**src/rtl/serial_tx_arbiter_if.sv**
```systemverilog
// Requester-side handshake bundle and serial line outputs of serial_tx_arbiter.
// The arbiter connects through the slave modport; requesters and benches use master.
interface serial_tx_arbiter_if #(
   parameter int NUM_REQ   = 4,
   parameter int DATA_BITS = 8
);
   localparam int IDW = $clog2(NUM_REQ);

   // Handshake: a byte moves from requester i on a rising clk edge where
   // req_valid[i] & req_ready[i]. A requester that is valid without ready must
   // hold req_data/req_last stable; dropping valid without a transfer is legal.
   logic [NUM_REQ-1:0]           req_valid;
   logic [NUM_REQ*DATA_BITS-1:0] req_data;
   logic [NUM_REQ-1:0]           req_last;
   logic [NUM_REQ-1:0]           req_ready;
   logic                         tx_data;
   logic                         busy;
   logic [IDW-1:0]               grant_id;
   logic [1:0]                   state_dbg;

   modport master (
      output req_valid, req_data, req_last,
      input  req_ready, tx_data, busy, grant_id, state_dbg
   );

   modport slave (
      input  req_valid, req_data, req_last,
      output req_ready, tx_data, busy, grant_id, state_dbg
   );
endinterface

```
**src/rtl/serial_tx_arbiter.sv**
```systemverilog
// Round-robin arbiter with message locking in front of an async serial framer.
// Each accepted byte is sent as start bit, DATA_BITS LSB first, STOP_BITS stop bits.
module serial_tx_arbiter #(
   parameter int CLOCK_HZ    = 27000000,
   parameter int BIT_RATE_HZ = 115200,
   parameter int DATA_BITS   = 8,
   parameter int STOP_BITS   = 1,
   parameter int NUM_REQ     = 4
) (
   input logic clk,
   input logic reset,
   serial_tx_arbiter_if.slave bus
);
   localparam int DIV = CLOCK_HZ / BIT_RATE_HZ;
   localparam int IDW = $clog2(NUM_REQ);
   localparam int TW  = $clog2(STOP_BITS * DIV);
   localparam int BW  = $clog2(DATA_BITS);

   localparam logic [TW-1:0]  BIT_TICKS  = TW'(DIV - 1);
   localparam logic [TW-1:0]  STOP_TICKS = TW'(STOP_BITS * DIV - 1);
   localparam logic [BW-1:0]  LAST_BIT   = BW'(DATA_BITS - 1);
   localparam logic [IDW-1:0] LAST_ID    = IDW'(NUM_REQ - 1);

   typedef enum logic [1:0] {
      IDLE  = 2'd0,
      START = 2'd1,
      DATA  = 2'd2,
      STOP  = 2'd3
   } state_t;

   state_t                 state;
   logic                   tx_q;
   logic                   lock;
   logic [IDW-1:0]         locked_id;
   logic [IDW-1:0]         rr_ptr;
   logic [IDW-1:0]         grant_q;
   logic [DATA_BITS-1:0]   shifter;
   logic [TW-1:0]          timer;
   logic [BW-1:0]          bit_idx;

   logic [IDW-1:0]         sel;
   logic [IDW-1:0]         cand;
   logic                   sel_ok;
   logic [DATA_BITS-1:0]   data_sel;
   logic                   last_sel;
   logic [NUM_REQ-1:0]     ready;

   // While a message is locked only its owner is eligible; otherwise search
   // upward from rr_ptr with wrap, first valid requester wins.
   always_comb begin
      sel    = rr_ptr;
      sel_ok = 1'b0;
      cand   = rr_ptr;
      if (lock) begin
         sel    = locked_id;
         sel_ok = bus.req_valid[locked_id];
      end else begin
         for (int k = 0; k < NUM_REQ; k++) begin
            if (!sel_ok && bus.req_valid[cand]) begin
               sel    = cand;
               sel_ok = 1'b1;
            end
            cand = (cand == LAST_ID) ? '0 : cand + IDW'(1);
         end
      end

      data_sel = '0;
      last_sel = 1'b0;
      for (int i = 0; i < NUM_REQ; i++) begin
         if (IDW'(i) == sel) begin
            data_sel = bus.req_data[i*DATA_BITS +: DATA_BITS];
            last_sel = bus.req_last[i];
         end
      end

      ready = '0;
      if (state == IDLE && !reset && sel_ok) begin
         ready[sel] = 1'b1;
      end
   end

   always_ff @(posedge clk) begin
      if (reset) begin
         state     <= IDLE;
         tx_q      <= 1'b1;
         lock      <= 1'b0;
         locked_id <= '0;
         rr_ptr    <= '0;
         grant_q   <= '0;
         shifter   <= '0;
         timer     <= '0;
         bit_idx   <= '0;
      end else begin
         case (state)
            IDLE: begin
               if (sel_ok) begin
                  shifter <= data_sel;
                  grant_q <= sel;
                  state   <= START;
                  tx_q    <= 1'b0;
                  timer   <= BIT_TICKS;
                  bit_idx <= '0;
                  if (last_sel) begin
                     lock   <= 1'b0;
                     rr_ptr <= (sel == LAST_ID) ? '0 : sel + IDW'(1);
                  end else begin
                     lock      <= 1'b1;
                     locked_id <= sel;
                  end
               end
            end
            START: begin
               if (timer == '0) begin
                  state <= DATA;
                  tx_q  <= shifter[0];
                  timer <= BIT_TICKS;
               end else begin
                  timer <= timer - TW'(1);
               end
            end
            DATA: begin
               if (timer == '0) begin
                  if (bit_idx == LAST_BIT) begin
                     state <= STOP;
                     tx_q  <= 1'b1;
                     timer <= STOP_TICKS;
                  end else begin
                     // Next bit goes out from shifter[1] as the shift happens.
                     shifter <= shifter >> 1;
                     tx_q    <= shifter[1];
                     bit_idx <= bit_idx + BW'(1);
                     timer   <= BIT_TICKS;
                  end
               end else begin
                  timer <= timer - TW'(1);
               end
            end
            STOP: begin
               if (timer == '0) begin
                  state <= IDLE;
               end else begin
                  timer <= timer - TW'(1);
               end
            end
            default: state <= IDLE;
         endcase
      end
   end

   assign bus.req_ready = ready;
   assign bus.tx_data   = tx_q;
   assign bus.busy      = (state != IDLE) | lock;
   assign bus.grant_id  = grant_q;
   assign bus.state_dbg = state;

endmodule

```
**src/flat_wrapper.sv**
```systemverilog
// flat-port wrapper written by rule: the top's interface ports become plain ports
module serial_tx_arbiter_flat 
#(
   parameter int CLOCK_HZ    = 27000000,
   parameter int BIT_RATE_HZ = 115200,
   parameter int DATA_BITS   = 8,
   parameter int STOP_BITS   = 1,
   parameter int NUM_REQ     = 4
)
  (clk, reset, bus_req_valid, bus_req_data, bus_req_last, bus_req_ready, bus_tx_data, bus_busy, bus_grant_id, bus_state_dbg);
  serial_tx_arbiter_if #(.NUM_REQ(NUM_REQ), .DATA_BITS(DATA_BITS)) bus_i ();
  input logic clk;
  input logic reset;
  input wire logic [$bits(bus_i.req_valid)-1:0] bus_req_valid;
  input wire logic [$bits(bus_i.req_data)-1:0] bus_req_data;
  input wire logic [$bits(bus_i.req_last)-1:0] bus_req_last;
  output wire logic [$bits(bus_i.req_ready)-1:0] bus_req_ready;
  output wire logic [$bits(bus_i.tx_data)-1:0] bus_tx_data;
  output wire logic [$bits(bus_i.busy)-1:0] bus_busy;
  output wire logic [$bits(bus_i.grant_id)-1:0] bus_grant_id;
  output wire logic [$bits(bus_i.state_dbg)-1:0] bus_state_dbg;
  assign bus_i.req_valid = bus_req_valid;
  assign bus_i.req_data = bus_req_data;
  assign bus_i.req_last = bus_req_last;
  assign bus_req_ready = bus_i.req_ready;
  assign bus_tx_data = bus_i.tx_data;
  assign bus_busy = bus_i.busy;
  assign bus_grant_id = bus_i.grant_id;
  assign bus_state_dbg = bus_i.state_dbg;
  serial_tx_arbiter #(.CLOCK_HZ(CLOCK_HZ), .BIT_RATE_HZ(BIT_RATE_HZ), .DATA_BITS(DATA_BITS), .STOP_BITS(STOP_BITS), .NUM_REQ(NUM_REQ)) u_core (.clk(clk), .reset(reset), .bus(bus_i));
endmodule
```
**config.mk**
```make
export PLATFORM = sky130hd
export DESIGN_NAME = serial_tx_arbiter_flat
export DESIGN_NICKNAME = d
export VERILOG_FILES = /design/src/rtl/serial_tx_arbiter_if.sv /design/src/rtl/serial_tx_arbiter.sv /design/src/flat_wrapper.sv
export SDC_FILE = /design/constraint.sdc
export NUM_CORES = 1
export LEC_CHECK = 0
export BUFFER_PORTS_ARGS = -buffer_cell sky130_fd_sc_hd__buf_2
export CAP_MARGIN = 15
export CORE_MARGIN = 4
export CORE_UTILIZATION = 45
export DETAILED_ROUTE_END_ITERATION = 7
export PLACE_DENSITY_LB_ADDON = 0.1
export SKIP_CTS_REPAIR_TIMING = 1
export SYNTH_ARGS = -nofsm -noshare
export SYNTH_HDL_FRONTEND = slang
export SYNTH_SLANG_ARGS = --single-unit
```
**constraint.sdc**
```tcl
create_clock -name clk -period 10.15 [get_ports clk]
set_input_delay 0 -clock clk [delete_from_list [all_inputs] [get_ports clk]]
set_output_delay 0 -clock clk [all_outputs]
set_load 0.005 [all_outputs]
```
==> results of run 1 <==
## synth_stat cells, types with 5 or more instances
cell,number,share of area [%]
nand2_1,38,5.4
dfxtp_1,29,22
a21oi_1,28,5.3
inv_1,21,3.0
nor2_1,21,3.0
clkbuf_1,15,2.1
ha_1,14,6.7
o21ai_0,11,2.1
o31ai_1,8,2.3
a221oi_1,7,2.3
o211ai_1,7,2.0
o41ai_1,7,2.3
mux2i_1,6,2.3
o311ai_0,6,2.0
o311ai_1,6,2.0
a31oi_1,5,1.2
and3_1,5,1.2
## layer usage
layer	part of all wire, %	up-vias	track usage, %	routed length (um)
li1	-	1340	-	-
met4	1.0	0	4.17	74
met2	47	70	33.9	3320
met5	0	-	0	0
met3	5.4	7	3.34	384
met1	46	1255	26.4	3290
## power groups by stage
stage / clock, mW / combinational (mW) / sequential (mW)
final: 0.146 / 0.589 / 0.189
after floorplan: 0 / 0.462 / 0.182
after detailed placement: 0 / 0.588 / 0.191
after global placement: 0 / 0.581 / 0.190
after global routing: 0.153 / 0.664 / 0.195
after CTS: 0.148 / 0.591 / 0.188
## state kept, by name (all words and copies together) (netlist names)
| name | count |
|---|---|
| u_core.timer | 8 |
| u_core.bit_idx | 3 |
| u_core.shifter | 8 |
| u_core.bus.tx_data | 1 |
| u_core.bus.grant_id | 2 |
| u_core.bus.state_dbg | 2 |
| u_core.rr_ptr | 2 |
| u_core.lock | 1 |
| u_core.locked_id | 2 |
## worst paths after layout
path,start,to,slack [ns],cells after the start
worst max-delay path,u_core.rr_ptr[0]$_SDFFE_PP0P_,u_core.locked_id[0]$_SDFFE_PP0P_,6.13,10
worst min-delay path,bus_req_data[31],u_core.shifter[7]$_SDFFE_PP0P_,0.13,5
worst max register to register,u_core.rr_ptr[0]$_SDFFE_PP0P_,u_core.locked_id[0]$_SDFFE_PP0P_,6.13,10
worst min register to register,u_core.bus.grant_id[0]$_SDFFE_PP0P_,u_core.bus.grant_id[0]$_SDFFE_PP0P_,0.45,2
## layout make-up
class,count,area (um^2)
inverters,22,82.6
flip-flops and latches,29,581
fillers,568,2620
multi-input cells,257,1840
clock inverters,3,65.1
clock buffers,5,68.8
well taps,72,90.1
repair buffers,51,255
## through the flow
step / worst slack (ns) / cell area [um^2] / instances / total power, mW
3_5_place_dp: 6.19 / 2850 / 431 / 0.779
6_report: 6.13 / 2980 / 439 / 0.923
2_1_floorplan: 6.90 / 2630 / 332 / 0.644
4_1_cts: 6.16 / 2980 / 439 / 0.927
3_3_place_gp: 6.35 / 2850 / 431 / 0.771
5_1_grt: 5.56 / 2980 / 439 / 1.01
## cell families after synthesis
family	Yosys count
AO/OA/AOI/OAI	123
adder cells (fa/ha/maj)	14
buffers and inverters	46
flip-flops	29
multiplexers	11
AND/OR/NAND/NOR	109
## critical path: cells and delay by family, from the launching register on
kind                     cells  cell delay (ns)
flip-flops                   1             0.62
AO/OA/AOI/OAI                7             1.74
adder cells (fa/ha/maj)      2             1.00
AND/OR/NAND/NOR              1             0.57
==> results.sh, run 1 <==
export IMPL_die_w_um=84.5
export IMPL_via_per_inst=6.09
export IMPL_final_cell_mix="buf_2, nand2_1, dfxtp_1"
export IMPL_clock_latency_ns=0.28
export IMPL_totalWireLength_um=7070
export IMPL_ant_nets=0
export IMPL_fp_coreArea_um2=5610
export IMPL_cts_root_buf="clkbuf_8"
export IMPL_io_pins=52
export IMPL_swShare_pct=47.4
export IMPL_syn_nets=388
export IMPL_synthFlopType="dfxtp_1"
export IMPL_place_gp_congestion=0.886
export IMPL_htreeDepth=2
export IMPL_holdWs_ns=0.125
export IMPL_tns_ns=0
export IMPL_fp_row_count=27
export IMPL_synth_edf_count=0
export IMPL_hold_viol=0
export IMPL_worstPathRequired_ns=10.33
export IMPL_p_sw_mw=0.438
export IMPL_timing_fmax_mhz=249
export IMPL_final_common_cell="buf_2"
export IMPL_critPathSlowestCell="dfxtp_1"
export IMPL_drtIter0Drc=129
export IMPL_clkPwrFrac_pct=15.8
export IMPL_fin_crit_ns=4.02
export IMPL_syn_inst=332
export IMPL_yosys_register_bits=29
export IMPL_grt_pass1_vias=2521
export IMPL_grt_usage_pct=19.9
export IMPL_layout_nets=422
export IMPL_async_flop_share_pct=0
export IMPL_synth_area_mux_share_pct=5.42
export IMPL_internal_power_mw=0.485
export IMPL_ir_drop_mv=0.127
export IMPL_fin_util_pct=53.2
export IMPL_syn_avg_cell_area_um2=7.93
export IMPL_drive_gt1_share_pct=22.9
export IMPL_critPathMaxStageDelay_ns=0.62
export IMPL_synthDistinctLibCells=76
export IMPL_yosys_warnings=0
export IMPL_worstSetupPathType="flop to flop"
export IMPL_dp_final_hpwl_um=5180
export IMPL_die_area_um2=7140
export IMPL_combPwrFrac_pct=63.8
export IMPL_slew_headroom_pct=23.0
export IMPL_antenna_found_initial=0
export IMPL_netlist_area_um2=2630
export IMPL_synth_compound_area_share_pct=35.2
export IMPL_grt_overflow_total=0
export IMPL_die_h_um=84.5
export IMPL_synthXorXnorAreaFrac_pct=0
export IMPL_cts_tree="built"
export IMPL_report_final_slew_viol_count=0
export IMPL_cts_inserted_buffers=5
export IMPL_tightest_slew_ns=1.15
export IMPL_p_seq_share_pct=20.4
export IMPL_synthSimpleGateAreaFrac_pct=22.7
export IMPL_drt_pass1_iter_count=4
export IMPL_path_clk_slew_ns=0.06
export IMPL_cp_start_kind="flop"
export IMPL_p_leak_nw=1.26
export IMPL_worst_hold_path_type="primary input to flop"
export IMPL_grt_pass1_wl_um=12000
export IMPL_finalCritPeriodShare_pct=39.6
export IMPL_clock_sinks=29
export IMPL_synthToLayoutAreaGrowth_pct=13.3
export IMPL_grt_max_degree=31
export IMPL_timing_critical_path_to_type="flop"
export IMPL_antennaDiodeCount=0
export IMPL_rsz0062_at_grt="no"
export IMPL_drc=0
export IMPL_synth_top_family_by_area="compound AO/OA/AOI/OAI gates"
export IMPL_synthAdderAreaFrac_pct=6.65
export IMPL_cp_cell_sequence="ha_1, or4b_1, a311oi_1, o21a_1, o32a_1, ha_1, o21ai_0, a22oi_1, a21oi_1, a311oi_1"
export IMPL_portBuffers=51
export IMPL_synth_seq_area_share_pct=22.0
export IMPL_vias=2672
export IMPL_initial_core_util_pct=47.0
export IMPL_maxCapViolCount=0
export IMPL_crit_fanout=19
export IMPL_powerDensity_nw_per_um2=309
export IMPL_clock_skew_ns=0.00830
export IMPL_setup_violations=0
export IMPL_wl_per_cell_um=16.1
export IMPL_arrival_ns=4.20
export IMPL_cts_buffer_depth=2
export IMPL_run_status="complete, no violations"
No activity file was read; power rests on OpenSTA's default activity.
==> run 2: changes to the inputs <==
ABC_AREA = 1   (was unset)
clock period = 3.5 ns   (was 10.15 ns; I/O delays follow)
==> run 2 against run 1 <==
Compared with the run above: total power rose to 3.3 times the previous value; synthesized cell count up 14%; combinational power grew to 3.7 times the previous value; hold slack gained 0.043 ns; critical path depth is 11 higher; fmax up 29%; clock power up 110%; clock skew increased by 0.0016 ns; register-to-register slack worse by 5.8 ns; largest power group unchanged.
==> results.sh, run 2 <==
export IMPL_run_status="complete, no violations"
export IMPL_antennaDiodeCount=0
export IMPL_setup_violations=0
export IMPL_maxCapViolCount=0
export IMPL_io_pins=52
export IMPL_cts_root_buf="clkbuf_8"
export IMPL_crit_buf_inv=5
export IMPL_rr_worst_depth=21
export IMPL_internal_power_mw=1.45
export IMPL_place_gp_congestion=0.882
export IMPL_wl_per_cell_um=11.7
export IMPL_timing_fmax_mhz=320
export IMPL_synth_top_family_by_area="simple AND/OR/NAND/NOR gates"
export IMPL_yosysTopAreaCellShare_pct=25.0
export IMPL_die_area_um2=6370
export IMPL_crit_fanout=13
export IMPL_portBuffers=51
export IMPL_crit_cells=21
export IMPL_final_common_cell="nand2_1"
export IMPL_reg_top3="u_core.shifter (8), u_core.timer (8), u_core.bit_idx (3)"
export IMPL_die_h_um=79.8
export IMPL_clock_skew_ns=0.00990
export IMPL_synth_compound_area_share_pct=16.6
export IMPL_fp_coreArea_um2=4850
export IMPL_timing_critical_path_to_type="flop"
export IMPL_worstPathRequired_ns=3.67
export IMPL_clkPwrFrac_pct=10.2
export IMPL_drt_pass1_iter_count=5
export IMPL_synthDistinctLibCells=26
export IMPL_cts_inserted_buffers=5
export IMPL_final_cell_mix="nand2_1, buf_2, nor2_1"
export IMPL_placed_cells=492
export IMPL_vias=2523
export IMPL_initial_core_util_pct=47.9
export IMPL_critPathSlowestCell="ha_2"
export IMPL_synthXorXnorAreaFrac_pct=1.51
export IMPL_holdWs_ns=0.168
export IMPL_grt_overflow_total=0
export IMPL_synth_edf_count=0
export IMPL_synthFlopType="dfxtp_1"
export IMPL_rsz0062_at_grt="no"
export IMPL_crit_path_frequent_cell="nand2_1"
export IMPL_syn_avg_cell_area_um2=6.13
export IMPL_layout_nets=489
export IMPL_combPwrFrac_pct=72.0
export IMPL_cp_top_family="simple AND/OR/NAND/NOR gates"
export IMPL_ir_drop_mv=0.473
export IMPL_dp_final_hpwl_um=4540
export IMPL_nFillCells=500
export IMPL_cp_start_kind="flop"
export IMPL_report_final_slew_viol_count=0
export IMPL_p_leak_nw=1.49
export IMPL_drc=0
export IMPL_grt_pass1_wl_um=9810
export IMPL_clock_sinks=29
export IMPL_grt_max_degree=25
export IMPL_yosys_register_bits=29
export IMPL_cp_cell_sequence="ha_2, inv_1, nor2_1, nand2_1, nand2_2, inv_1, nand3_1, nand3_1, nand2_1, nand2_1, ha_1, inv_1, nor2_1, nor2_1, nand2_1, nand2_1, nand4_1, inv_1, nand3_1, nand2_1, inv_1"
export IMPL_finalCritPeriodShare_pct=89.2
export IMPL_path_clk_slew_ns=0.06
export IMPL_tightest_slew_ns=0.728
export IMPL_synthTopCellsByArea="dfxtp_1, nand2_1, nor2_1"
export IMPL_postPlaceCellArea_um2=2650
export IMPL_yosys_warnings=0
export IMPL_cts_buffer_depth=2
export IMPL_finalNonFillerCells=501
export IMPL_async_flop_share_pct=0
export IMPL_worst_hold_path_type="primary input to flop"
export IMPL_arrival_ns=3.29
export IMPL_fin_crit_ns=3.12
export IMPL_tns_ns=0
export IMPL_syn_inst=379
export IMPL_drive_gt1_share_pct=19.8
export IMPL_via_per_inst=5.04
export IMPL_drtIter0Drc=114
export IMPL_cts_tree="built"
export IMPL_clock_latency_ns=0.28
export IMPL_endpoint="u_core.rr_ptr[0]$_SDFFE_PP0P_"
export IMPL_totalWireLength_um=5850
export IMPL_powerDensity_nw_per_um2=1080
export IMPL_grt_pass1_vias=2258
export IMPL_synthToLayoutAreaGrowth_pct=19.6
export IMPL_r2r_end="u_core.rr_ptr[0]$_SDFFE_PP0P_"
export IMPL_synth_seq_area_share_pct=25.0
export IMPL_reg2reg_setup_slack_ns=0.38
export IMPL_final_area_um2=2780
export IMPL_syn_nets=435
export IMPL_grt_usage_pct=18.9
export IMPL_swShare_pct=51.6
export IMPL_critPathLaunch="u_core.rr_ptr[0]$_SDFFE_PP0P_"
export IMPL_worstSetupPathType="flop to flop"
export IMPL_netlist_area_um2=2320
export IMPL_slew_headroom_pct=51.4
export IMPL_synth_most_common_cell="nand2_1"
export IMPL_p_seq_share_pct=17.8
export IMPL_ant_nets=0
export IMPL_yosysTopAreaCell="dfxtp_1"
export IMPL_p_sw_mw=1.55
export IMPL_synthAdderAreaFrac_pct=7.54
export IMPL_synth_area_mux_share_pct=0
export IMPL_synthSimpleGateAreaFrac_pct=39.5
export IMPL_antenna_found_initial=0
export IMPL_htreeDepth=2
export IMPL_yosys_top_cells_count="nand2_1, nor2_1, inv_1"
export IMPL_fp_row_count=25
export IMPL_die_w_um=79.8
export IMPL_hold_viol=0
export IMPL_r2r_start="u_core.rr_ptr[0]$_SDFFE_PP0P_"
export IMPL_critPathMaxStageDelay_ns=0.39
==> run 2: cell types whose count changed in the layout (fill, tap and decap cells not counted), moves of 7 or more <==
cell	delta
nand2_1	+64
o41ai_1	-7
nor2_1	+27
a221oi_1	-7
inv_1	+23
nand3_1	+31
o21ai_0	+16
o31ai_1	-8
==> run 2: layer usage <==
| layer | GRT usage [%] | wire length, um |
|---|---|---|
| met1 | 24.7 | 2730 |
| met2 | 31.5 | 2650 |
| met3 | 4.18 | 390 |
| met4 | 4.73 | 74 |
| met5 | 0 | 0 |
==> run 2: worst min path at each step <==
stage	start	endpoint	cells after the start
after floorplan	reset	u_core.shifter[7]$_SDFFE_PP0P_	1
after global placement	reset	u_core.timer[4]$_SDFFE_PP0P_	2
after detailed placement	reset	u_core.timer[6]$_SDFFE_PP0P_	2
after CTS	reset	u_core.timer[6]$_SDFFE_PP0P_	2
after global routing	bus_req_data[31]	u_core.shifter[7]$_SDFFE_PP0P_	5
final	bus_req_data[31]	u_core.shifter[7]$_SDFFE_PP0P_	5
==> run 2: through the flow <==
stage,util (%),setup slack [ns],power (mW)
floorplan,-,0.501,2.18
global placement,54.6,0.219,2.63
detailed placement,54.6,0.181,2.66
CTS,56.7,0.162,2.98
global route,57.3,0.00785,3.38
finish,57.3,0.379,3.00
==> run 2: power by group through the flow <==
| stage | registers, mW | clock network (mW) | logic [mW] |
|---|---|---|---|
| finish | 0.536 | 0.305 | 2.16 |
| global placement | 0.539 | 0 | 2.10 |
| CTS | 0.534 | 0.316 | 2.13 |
| detailed placement | 0.540 | 0 | 2.12 |
| global route | 0.551 | 0.330 | 2.50 |
| floorplan | 0.527 | 0 | 1.65 |
==> run 2: cell type report <==
cell class | count | area (um^2) | share of cell area, %
clock buffer | 7 | 96.3 | 3.47
sequential | 29 | 582 | 20.9
clock inverter | 1 | 5.00 | 0.180
timing repair buffer | 56 | 295 | 10.6
tap | 67 | 83.8 | 3.02
inverter | 48 | 183 | 6.58
multi-input combinational | 293 | 1530 | 55.2
==> run 2: worst min-delay path: cells and delay by family <==
kind            cells  cell delay (ns)
simple gates        2             0.11
compound gates      2             0.19
buf+inv             1             0.10
==> run 2: cell families after synthesis <==
logic type	count (synthesis)
AO/OA/AOI/OAI	68
XOR/XNOR	4
adder cells (fa/ha/maj)	14
buffers and inverters	57
flip-flops	29
AND/OR/NAND/NOR	207
==> run 3: changes to the inputs <==
CORE_UTILIZATION = 49   (was 45)
==> run 3 against run 2 <==
Compared with the run above: combinational power barely moved; fmax fell by 1.3%; sequential power barely moved; global-route usage rose by 0.37 points; flip-flop and latch count did not move; register-to-register slack got worse by 0.04 ns; via count barely moved; critical path depth rose by 1; count of clock-buffer cells in the layout fell by 2; total power rose by 0.84%; clock power rose by 16%.
==> results.sh, run 3 (synthesized netlist as in run 2, its figures left out) <==
export IMPL_place_gp_congestion=0.884
export IMPL_cts_tree="built"
export IMPL_drive_gt1_share_pct=20.3
export IMPL_wl_met2_um=2640
export IMPL_run_status="complete, no violations"
export IMPL_finalCritPeriodShare_pct=90.3
export IMPL_p_seq_share_pct=17.7
export IMPL_via_per_inst=5.19
export IMPL_rr_worst_depth=22
export IMPL_whs_path_depth=7
export IMPL_fp_coreArea_um2=4470
export IMPL_fin_crit_ns=3.16
export IMPL_p_sw_mw=1.55
export IMPL_die_w_um=76.8
export IMPL_ant_nets=0
export IMPL_reg_top3="u_core.shifter (8), u_core.timer (8), u_core.bit_idx (3)"
export IMPL_final_common_cell="nand2_1"
export IMPL_maxCapViolCount=0
export IMPL_clock_skew_ns=0.00798
export IMPL_clock_latency_ns=0.28
export IMPL_worstPathRequired_ns=3.71
export IMPL_grt_overflow_total=0
export IMPL_hold_start="bus_req_data[28]"
export IMPL_htreeDepth=2
export IMPL_totalWireLength_um=5670
export IMPL_internal_power_mw=1.48
export IMPL_nFillCells=452
export IMPL_report_final_slew_viol_count=0
export IMPL_pre_cts_ws_ns=0.0923
export IMPL_wl_met3_um=323
export IMPL_timing_critical_path_to_type="flop"
export IMPL_drtIter0Drc=92
export IMPL_grt_pass1_vias=2272
export IMPL_path_clk_slew_ns=0.07
export IMPL_ir_drop_mv=0.650
export IMPL_worstSetupPathType="flop to flop"
export IMPL_hold_viol=0
export IMPL_die_h_um=76.8
export IMPL_whs_endpoint="u_core.shifter[4]$_SDFFE_PP0P_"
export IMPL_slew_headroom_pct=51.2
export IMPL_arrival_ns=3.37
export IMPL_cts_root_buf="clkbuf_8"
export IMPL_cp_start_kind="flop"
export IMPL_drc=0
export IMPL_holdWs_ns=0.173
export IMPL_clock_sinks=29
export IMPL_tightest_slew_ns=0.731
export IMPL_fp_row_count=24
export IMPL_topRoutingLayerUsed="met4"
export IMPL_die_area_um2=5900
export IMPL_cts_inserted_buffers=5
export IMPL_timing_fmax_mhz=316
export IMPL_worst_slack_ns=0.338
export IMPL_setup_violations=0
export IMPL_drt_pass1_iter_count=4
export IMPL_r2r_end="u_core.locked_id[0]$_SDFFE_PP0P_"
export IMPL_portBuffers=51
export IMPL_vias=2522
export IMPL_antenna_found_initial=0
export IMPL_p_leak_nw=1.48
export IMPL_final_cell_mix="nand2_1, buf_2, nor2_1"
export IMPL_met1Wirelength_um=2620
export IMPL_worst_hold_path_type="primary input to flop"
export IMPL_cts_buffer_depth=2
export IMPL_combPwrFrac_pct=70.6
export IMPL_crit_fanout=11
export IMPL_dp_final_hpwl_um=4380
export IMPL_tns_ns=0
export IMPL_clkPwrFrac_pct=11.7
export IMPL_reg2reg_setup_slack_ns=0.34
export IMPL_grt_max_degree=25
export IMPL_wl_per_cell_um=11.7
export IMPL_layout_nets=489
export IMPL_r2r_start="u_core.rr_ptr[0]$_SDFFE_PP0P_"
export IMPL_antennaDiodeCount=0
export IMPL_initial_core_util_pct=51.9
export IMPL_grt_pass1_wl_um=9650
export IMPL_io_pins=52
export IMPL_grt_usage_pct=19.3
export IMPL_powerDensity_nw_per_um2=1090
export IMPL_synthToLayoutAreaGrowth_pct=19.3
export IMPL_swShare_pct=51.1
-- run 3: cell count changes in the layout (fill, tap and decap cells not counted), sizes merged --
| cell | delta |
|---|---|
| clkinvlp | +2 |
| inv | -1 |
| bufinv | +1 |
| clkbuf | -2 |
-- run 3: worst max path at each step --
stage                                             endpoint                     startpoint
after global placement       u_core.rr_ptr[0]$_SDFFE_PP0P_  u_core.rr_ptr[0]$_SDFFE_PP0P_
after floorplan              u_core.rr_ptr[0]$_SDFFE_PP0P_  u_core.rr_ptr[0]$_SDFFE_PP0P_
final                     u_core.locked_id[0]$_SDFFE_PP0P_  u_core.rr_ptr[0]$_SDFFE_PP0P_
after global routing      u_core.locked_id[0]$_SDFFE_PP0P_  u_core.rr_ptr[0]$_SDFFE_PP0P_
after CTS                 u_core.locked_id[0]$_SDFFE_PP0P_  u_core.rr_ptr[0]$_SDFFE_PP0P_
after detailed placement  u_core.locked_id[0]$_SDFFE_PP0P_  u_core.rr_ptr[0]$_SDFFE_PP0P_
-- run 3: power groups by stage --
stage / combinational (mW) / clock [mW] / sequential, mW
floorplan: 1.65 / 0 / 0.527
global placement: 2.05 / 0 / 0.539
detailed placement: 2.07 / 0 / 0.542
CTS: 2.08 / 0.365 / 0.536
global route: 2.45 / 0.379 / 0.551
finish: 2.14 / 0.354 / 0.536
-- run 3: layer usage --
metal / GRT usage, % / up-vias
met5: 0 / -
met4: 6.16 / 0
met3: 4.33 / 9
met2: 33.1 / 63
met1: 23.7 / 1112
li1: - / 1338
-- run 3: worst max-delay path, cell delays in order, from the launching register on --
cell	delay, ns
dfxtp_2	0.36
ha_2	0.20
nor2_2	0.23
nand2_1	0.13
nand3_2	0.12
nand2_4	0.08
nor2_8	0.09
nand2_1	0.05
o21ai_0	0.14
inv_1	0.05
nand2_1	0.11
nand2_1	0.11
inv_1	0.09
ha_2	0.29
nor2_1	0.07
buf_4	0.17
a22oi_1	0.14
nand2_1	0.07
nand2_1	0.08
nand3_1	0.09
nor2_2	0.19
o21ai_0	0.10
a21oi_1	0.15
-- run 3: layout make-up --
class                      count  area (um^2)  share of cell area [%]
tap                           52         65.1                    2.35
clock inverter                 3         46.3                    1.67
multi-input combinational    293         1530                    55.1
sequential                    29          582                    21.0
inverter                      48          186                    6.73
timing repair buffer          56          295                    10.7
clock buffer                   5         68.8                    2.48
-- run 3: stage by stage --
step	instances	cell area [um^2]	total power, mW	util, %
floorplan	379	2320	2.18	-
global placement	475	2610	2.59	58.4
detailed placement	475	2610	2.61	58.4
CTS	483	2730	2.98	61.0
global route	486	2770	3.38	61.9
finish	486	2770	3.03	61.9
